[config.mk]
export PLATFORM = sky130hd
export DESIGN_NAME = sram_bank_arbiter
export DESIGN_NICKNAME = d
export VERILOG_FILES = /design/src/rtl/sram_ctrl_pkg.sv /design/src/rtl/sram_bank_arb_lane.sv /design/src/rtl/sram_bank_arbiter.sv
export SDC_FILE = /design/constraint.sdc
export NUM_CORES = 1
export LEC_CHECK = 0
export CAP_MARGIN = 20
export CORE_AREA = 2 2 122 124
export CTS_CLUSTER_SIZE = 40
export DETAILED_ROUTE_END_ITERATION = 16
export DIE_AREA = 0 0 124 126
export HOLD_SLACK_MARGIN = 0.1
export PLACE_DENSITY = 0.52
export SLEW_MARGIN = 20
export SYNTH_ARGS = -nofsm -noshare
export SYNTH_HDL_FRONTEND = slang
export SYNTH_HIERARCHICAL = 1
export SYNTH_SLANG_ARGS = --single-unit
[constraint.sdc]
create_clock -name clk -period 1.95 [get_ports clk]
set_input_delay 0.39 -clock clk [delete_from_list [all_inputs] [get_ports clk]]
set_output_delay 0.39 -clock clk [all_outputs]
set_load 0.005 [all_outputs]
[src/rtl/sram_ctrl_pkg.sv]
// Shared constants for the banked single-port SRAM array, its requesters and the bank arbiter.
// Also holds the packed-bus slice helper used by every block on the bank buses.
package sram_ctrl_pkg;

  localparam int SRAM_NUM_BANK    = 4;
  localparam int SRAM_DATA_W      = 8;
  localparam int SRAM_ADDR_W      = 10;
  localparam int SRAM_RD_MAX_WAIT = 3;

  typedef enum logic [1:0] {
    GNT_NONE = 2'd0,
    GNT_WR   = 2'd1,
    GNT_RD   = 2'd2
  } grant_e;

  // LSB of bank `bank` on a bus packed bank 0 at LSB, `width` bits per bank.
  function automatic int bank_lsb(input int bank, input int width);
    return bank * width;
  endfunction

endpackage

[src/rtl/sram_bank_arb_lane.sv]
// Single-bank arbitration lane: write-priority grant with bounded read starvation,
// plus the one-cycle read-response valid flop.
module sram_bank_arb_lane
  import sram_ctrl_pkg::*;
#(
  parameter int RD_MAX_WAIT = SRAM_RD_MAX_WAIT
) (
  input  logic clk,
  input  logic rst,
  input  logic wr_valid,
  input  logic rd_valid,
  output logic wr_grant,
  output logic rd_grant,
  output logic rsp_valid
);

  localparam int               CNT_W   = $clog2(RD_MAX_WAIT + 1);
  localparam logic [CNT_W-1:0] CNT_MAX = CNT_W'(RD_MAX_WAIT);

  grant_e           grant;
  logic [CNT_W-1:0] wait_cnt;
  logic [CNT_W-1:0] wait_cnt_nxt;
  logic             rd_en_p1;

  always_comb begin
    grant        = GNT_NONE;
    wait_cnt_nxt = wait_cnt;
    if (!rst) begin
      if (wr_valid && rd_valid) begin
        grant = (wait_cnt == CNT_MAX) ? GNT_RD : GNT_WR;
      end else if (wr_valid) begin
        grant = GNT_WR;
      end else if (rd_valid) begin
        grant = GNT_RD;
      end
    end
    // A write grant while a read is pending counts as one lost cycle for that read.
    if (!rd_valid || grant == GNT_RD) begin
      wait_cnt_nxt = '0;
    end else if (grant == GNT_WR && wait_cnt != CNT_MAX) begin
      wait_cnt_nxt = wait_cnt + 1'b1;
    end
  end

  assign wr_grant = (grant == GNT_WR);
  assign rd_grant = (grant == GNT_RD);

  // p0 -> p1: array samples the read address; its data returns next cycle
  always_ff @(posedge clk) begin
    if (rst) begin
      wait_cnt <= '0;
      rd_en_p1 <= 1'b0;
    end else begin
      wait_cnt <= wait_cnt_nxt;
      rd_en_p1 <= rd_grant;
    end
  end

  // Masking with rst drops a response whose read was granted just before reset.
  assign rsp_valid = rd_en_p1 & ~rst;

endmodule

[src/rtl/sram_bank_arbiter.sv]
// Per-bank read/write arbiter between requesters and the banked single-port SRAM array.
// Lanes are independent; this level only slices the packed buses and steers addr/data.
module sram_bank_arbiter
  import sram_ctrl_pkg::*;
#(
  parameter int NUM_BANK             = SRAM_NUM_BANK,
  parameter int SRAM_BANK_DATA_WIDTH = SRAM_DATA_W,
  parameter int SRAM_BANK_ADDR_WIDTH = SRAM_ADDR_W,
  parameter int RD_MAX_WAIT          = SRAM_RD_MAX_WAIT
) (
  input  logic                                     clk,
  input  logic                                     rst,
  input  logic [NUM_BANK-1:0]                      i_wr_valid,
  output logic [NUM_BANK-1:0]                      o_wr_ready,
  input  logic [NUM_BANK*SRAM_BANK_ADDR_WIDTH-1:0] i_wr_addr,
  input  logic [NUM_BANK*SRAM_BANK_DATA_WIDTH-1:0] i_wr_data,
  input  logic [NUM_BANK-1:0]                      i_rd_valid,
  output logic [NUM_BANK-1:0]                      o_rd_ready,
  input  logic [NUM_BANK*SRAM_BANK_ADDR_WIDTH-1:0] i_rd_addr,
  output logic [NUM_BANK-1:0]                      o_rsp_valid,
  output logic [NUM_BANK*SRAM_BANK_DATA_WIDTH-1:0] o_rsp_data,
  output logic [NUM_BANK-1:0]                      o_sram_a_wr_en,
  output logic [NUM_BANK*SRAM_BANK_ADDR_WIDTH-1:0] o_sram_a_wr_addr,
  output logic [NUM_BANK*SRAM_BANK_DATA_WIDTH-1:0] o_sram_a_wr_data,
  output logic [NUM_BANK-1:0]                      o_sram_b_rd_en,
  output logic [NUM_BANK*SRAM_BANK_ADDR_WIDTH-1:0] o_sram_b_rd_addr,
  input  logic [NUM_BANK*SRAM_BANK_DATA_WIDTH-1:0] i_sram_b_rd_data
);

  localparam int DW = SRAM_BANK_DATA_WIDTH;
  localparam int AW = SRAM_BANK_ADDR_WIDTH;

  for (genvar b = 0; b < NUM_BANK; b++) begin : g_lane
    localparam int AL = bank_lsb(b, AW);
    localparam int DL = bank_lsb(b, DW);

    logic wr_grant;
    logic rd_grant;

    sram_bank_arb_lane #(
      .RD_MAX_WAIT (RD_MAX_WAIT)
    ) u_lane (
      .clk       (clk),
      .rst       (rst),
      .wr_valid  (i_wr_valid[b]),
      .rd_valid  (i_rd_valid[b]),
      .wr_grant  (wr_grant),
      .rd_grant  (rd_grant),
      .rsp_valid (o_rsp_valid[b])
    );

    assign o_wr_ready[b]     = wr_grant;
    assign o_rd_ready[b]     = rd_grant;
    assign o_sram_a_wr_en[b] = wr_grant;
    assign o_sram_b_rd_en[b] = rd_grant;

    // Ungranted lanes drive zeros so the array buses stay quiet.
    assign o_sram_a_wr_addr[AL +: AW] = wr_grant ? i_wr_addr[AL +: AW] : {AW{1'b0}};
    assign o_sram_a_wr_data[DL +: DW] = wr_grant ? i_wr_data[DL +: DW] : {DW{1'b0}};
    assign o_sram_b_rd_addr[AL +: AW] = rd_grant ? i_rd_addr[AL +: AW] : {AW{1'b0}};
  end

  assign o_rsp_data = i_sram_b_rd_data;

endmodule

---- Word level (Yosys, flattened, before mapping) ----
Cells that the tools add are included.
word-level totals
  output and inout bits ................... 164
  bits in registers ....................... 12
cells by class
  mux-type cells .......................... 32
  equality and inequality tests ........... 16
  bitwise operators ....................... 5
  reduce and logical (&&, ||, !) cells .... 20
  add/subtract/negate cells ............... 4
operator list
  operator                                                               count
  10-bit 2-to-1 mux                                                      8
  2-bit 2-to-1 mux                                                       20
  8-bit 2-to-1 mux                                                       4
  2-bit equality test, second input constant                             8
  2-bit by 1-bit adder with 2-bit output, second input constant          4
  2-bit by 1-bit equality test with 1-bit output, second input constant  4
  1-bit logical AND                                                      8
  2-bit != test, second input constant                                   4
  2-bit OR reduction                                                     4
  1-bit AND                                                              4
  1-bit logical NOT                                                      4
  1-bit logical OR                                                       4
  1-bit inverter                                                         1

---- Depth between registers and ports, before layout ----
  depth after elaboration ................. 7
  mapped depth ............................ 4
  mapped depth without buffers ............ 4

---- Modules after synthesis ----
The synthesis kept the hierarchy.
modules (own cells, without submodules)
  module                                      area each (um^2)  times used  cells each
  sram_bank_arbiter                           1168.6            1           164
  sram_bank_arb_lane at g_lane[1].u_lane ...  142.6             3           14
  sram_bank_arb_lane at g_lane[0].u_lane      138.9             1           13

---- Least setup slack after synthesis ----
No wires, ideal clock.
  kind .................................... flip-flop to output port
  from .................................... register g_lane[0].u_lane.wait_cnt[0]
  to ...................................... output o_sram_a_wr_addr[6]
  path slack .............................. 0.094 ns
  cell stages (with the launch flop) ...... 5
  data arrival time ....................... 1.466 ns
  data required time ...................... 1.560 ns
  cells stage by stage .................... dfxtp_1 > ha_1 > a211oi_1 > buf_6 > and2_1
between the ends
  longest elaborated chain between the ends .. 6
RTL lines
  item                                            RTL line                  source
  from (decl)                                     sram_bank_arb_lane.sv:21  logic [CNT_W-1:0] wait_cnt;
  from (signal assigned)                          sram_bank_arb_lane.sv:54  wait_cnt <= wait_cnt_nxt;
  2-bit equality test                             sram_bank_arb_lane.sv:30  grant = (wait_cnt == CNT_MAX) ? GNT_RD : GNT_WR;
  2-bit 2-to-1 mux                                sram_bank_arb_lane.sv:30
  2-bit 2-to-1 mux                                sram_bank_arb_lane.sv:29  if (wr_valid && rd_valid) begin
  2-bit 2-to-1 mux                                sram_bank_arb_lane.sv:28  if (!rst) begin
  2-bit by 1-bit equality test with 1-bit output  sram_bank_arb_lane.sv:45  assign wr_grant = (grant == GNT_WR);
  net g_lane[0].wr_grant                          sram_bank_arbiter.sv:37   logic wr_grant;
  10-bit 2-to-1 mux                               sram_bank_arbiter.sv:58   assign o_sram_a_wr_addr[AL +: AW] = wr_grant ? i_wr_addr[AL +: AW] : {AW{1'b0}};
  to (decl)                                       sram_bank_arbiter.sv:23   output logic [NUM_BANK*SRAM_BANK_ADDR_WIDTH-1:0] o_sram_a_wr_addr,
The timed path passes the listed nets, and every way through them passes these cells.

---- Worst setup path after layout ----
  from .................................... input rst
  to ...................................... output o_sram_a_wr_data[28]
between the ends
  longest elaborated chain between the ends .. 3
RTL lines
  item                                            RTL line                  source
  from (decl)                                     sram_bank_arbiter.sv:12   input logic rst,
  2-bit 2-to-1 mux                                sram_bank_arb_lane.sv:28
  2-bit by 1-bit equality test with 1-bit output  sram_bank_arb_lane.sv:45
  8-bit 2-to-1 mux                                sram_bank_arbiter.sv:59   assign o_sram_a_wr_data[DL +: DW] = wr_grant ? i_wr_data[DL +: DW] : {DW{1'b0}};
  to (decl)                                       sram_bank_arbiter.sv:24   output logic [NUM_BANK*SRAM_BANK_DATA_WIDTH-1:0] o_sram_a_wr_data,
No other way between the ends.

==> metrics <==
net count after synthesis=377; final worst slack=-0.0743 ns; First-pass DRT Iterations=3; vias per cell=3.56; Period Utilization, post-route=104%; Final Skew=0.000292 ns; switching share of power=22.3%; reg2reg path depth=5; Synth-to-Final Area Change=182%; vias in the first global route=2622; # rows=44; max-cap viol count=0; crit-path max cell delay=0.16 ns; Layout Nets=658; CP Class=input port to output port; top cells by area, synth=and2_1 22%, and2_2 22%, buf_4 21%, dfxtp_1 14%, ha_1 2.9%; Unique masters post-synth=20; Slew headroom=83.6%; critical path, cell by cell=buf_6 > buf_8 > buf_6 > nand2b_4 > a21oi_4 > buf_12 > buf_6 > buf_6 > buf_6 > and2_4 > buf_6; Finish-stage setup viols=14; first-pass GRT wire length=12400 um; worst min path class=flop to flop; most frequent cell after synthesis=and2_1; port bufs=253; Power Dens Cells=273 nW/um^2; Root Driver=clkbuf_16; die height=126 um; starting density of the core=12.1%; Critical Path End Type=output port; area leader, netlist=and2_1; Hold Crit Endpoint=g_lane[3].u_lane/wait_cnt[0]; DR vias=2429; worst skew pair latency=0.23 ns; Synth Area per Inst=7.92 sq um; Yosys Warn Count=6; startpoint types=input port; Diodes inserted=0; CTS tree=built; fin util=34.1%; Synth top area share=22.4%; clk slew on worst S/H paths=0.04 ns; drt drc=0; Flop pwr share=19.5%; Post-synth top cells=62 x and2_1, 50 x and2_2, 48 x buf_4; Cell Area, Synth=1740 sq um; gr usage total=9.87%; maximum clock insertion buffer count=2; dominant synthesized flop cell=dfxtp_1; most used cell, CP=buf_6; ANT nets after route=0; maximum vdd drop=0.000125 V; flop2flop setup slack=0.86 ns; WL per Instance=12.2 um; total CTS buffers=3; fill count=1459; status=complete, but fails checks; WP data required=1.56 ns; Max Freq=494 MHz; die outline width=124 um; share of power burned in the clock network=27.1%; unrepaired setup endpoints after global routing=true; share of post-route cells with drive strength above 1=53.8%; ys async rst share=0%; 1st-iter DRT viols=20; Internal=1040 uW; Core ar.=14300 sq um; Die Area=15600 sq um; Leak=0.00242 uW; #FFs+latches synth=12; Max H-tree Level=1; capturing point of the worst reg2reg path=g_lane[3].u_lane/wait_cnt[1]; Psw=297 uW; violated checks=setup timing; Routed WL=8330 um; Cells on Worst Hold Path=1; Comb pwr share=53.4%; register area share after synthesis=13.8%; largest net degree at the start of global routing=11; I/O Pins=318; CTS sink cnt=12; multi-input logic area=1290 sq um; endpoints failing hold=0; post-placement setup slack=-0.656 ns; Hold Crit Start=g_lane[3].u_lane/wait_cnt[0]; Remaining Overflow, GRT=0; Synth Instances=219; Final Max Slew Viols=0; routability cong.=0.684; reg2reg start=g_lane[3].u_lane/wait_cnt[0]; Final HPWL DP=6050 um; EDFF count, synth=0; fin crit period=2.02 ns; Slew @ Worst Pin=0.245 ns; initial antenna violation count=0; FF+latch area=250 sq um; CP Max Fanout=5; data arrival time of the critical path=1.63 ns; critical path's slowest cell=a21oi_4
[worst max-delay path, delay by kind of cell]
kind	cells	cell delay, ns
and+or+nand+nor	2	0.27
AOI/OAI and AO/OA	1	0.16
buffers and inverters	8	0.82
[sequential cells by signal, summed over array words and instances (netlist names)]
register and cells:
g_lane.u_lane/wait_cnt 8, g_lane.u_lane/rd_en_p1 4
[area by class of cell]
cell class              instances  share of cell area, %
clock buffers                   3                   1.54
inverters                       5                  0.384
multi-input cells             150                   26.4
flip-flops and latches         12                   5.12
well taps                     184                   4.71
repair buffers                328                   61.8
[cells by family (layout without fill, tap and decap cells)]
group	Yosys count	count (layout)	share of synthesized area, %
buffers and inverters	57	336	24.4
and+or+nand+nor	140	140	56.4
DFF	12	12	13.8
adders and majority gates	4	4	2.88
AOI/OAI and AO/OA	6	6	2.45
[layout by cell type, fill, tap and decap left out]
cell	instances
buf_12	1
nor3b_1	3
o211a_1	1
dfxtp_2	8
nor3b_2	1
nor3_1	1
nand2b_4	2
ha_4	4
inv_1	4
clkbuf_16	3
and2b_1	3
and2_2	28
nor2b_4	3
nor2_1	6
clkdlybuf4s15_1	10
clkdlybuf4s15_2	2
clkdlybuf4s50_1	114
and2_4	41
buf_4	31
buf_2	38
dfxtp_1	4
a21oi_4	2
nand4bb_1	3
dlygate4sd2_1	35
nand2b_1	1
a21oi_2	1
nand3b_1	1
nor2b_1	1
clkbuf_2	14
and2_1	43
o211a_4	1
inv_2	1
buf_8	1
a211oi_4	1
buf_6	82
nor3b_4	3
[layer usage]
layer | up-vias | track usage (%) | share of wire [%]
met5 | - | 0 | 0
met4 | 0 | 2.97 | 1.1
met3 | 8 | 1.90 | 11
met2 | 147 | 20.9 | 57
met1 | 1078 | 9.01 | 31
li1 | 1196 | - | -
[power by group through the flow]
stage	combinational (uW)	clock [uW]	sequential (uW)
floorplan	206	0	260
global placement	594	0	261
detailed placement	598	0	261
CTS	682	375	259
global route	770	386	260
finish	712	360	260
[worst max-delay path by stage]
stage                                       startpoint                    to  slack, ns  depth (start not counted)
final                                              rst  o_sram_a_wr_data[28]      -0.07                         11
after global routing      g_lane[3].u_lane/wait_cnt[0]  o_sram_a_wr_data[28]      -0.12                          9
after CTS                 g_lane[1].u_lane/wait_cnt[0]  o_sram_a_wr_addr[11]      -0.28                          9
after detailed placement                           rst  o_sram_b_rd_addr[12]      -0.66                          6
after global placement                             rst  o_sram_b_rd_addr[32]      -0.67                          6
after floorplan           g_lane[0].u_lane/wait_cnt[0]   o_sram_a_wr_addr[6]       0.09                          4
[timing repair]
action                     CTS  global route
hold buffers                 0             0
setup buffers               55             7
setup endpoints to repair  132            83
pin swaps                   10            10
gates resized for setup    461           133
cloned                      13             0
[through the flow]
stage               area (sq um)  setup TNS (ns)  hold slack (ns)  cells  power (uW)
finish                      4890          -0.416            0.430    682        1330
global placement            4220          -71.73            0.407    621         855
global route                4890           -2.22            0.445    682        1420
detailed placement          4220          -68.81            0.410    621         859
CTS                         4770           -4.39            0.423    692        1320
floorplan                   1740               0            0.399    219         466
Power figures use the tool's default switching activity.
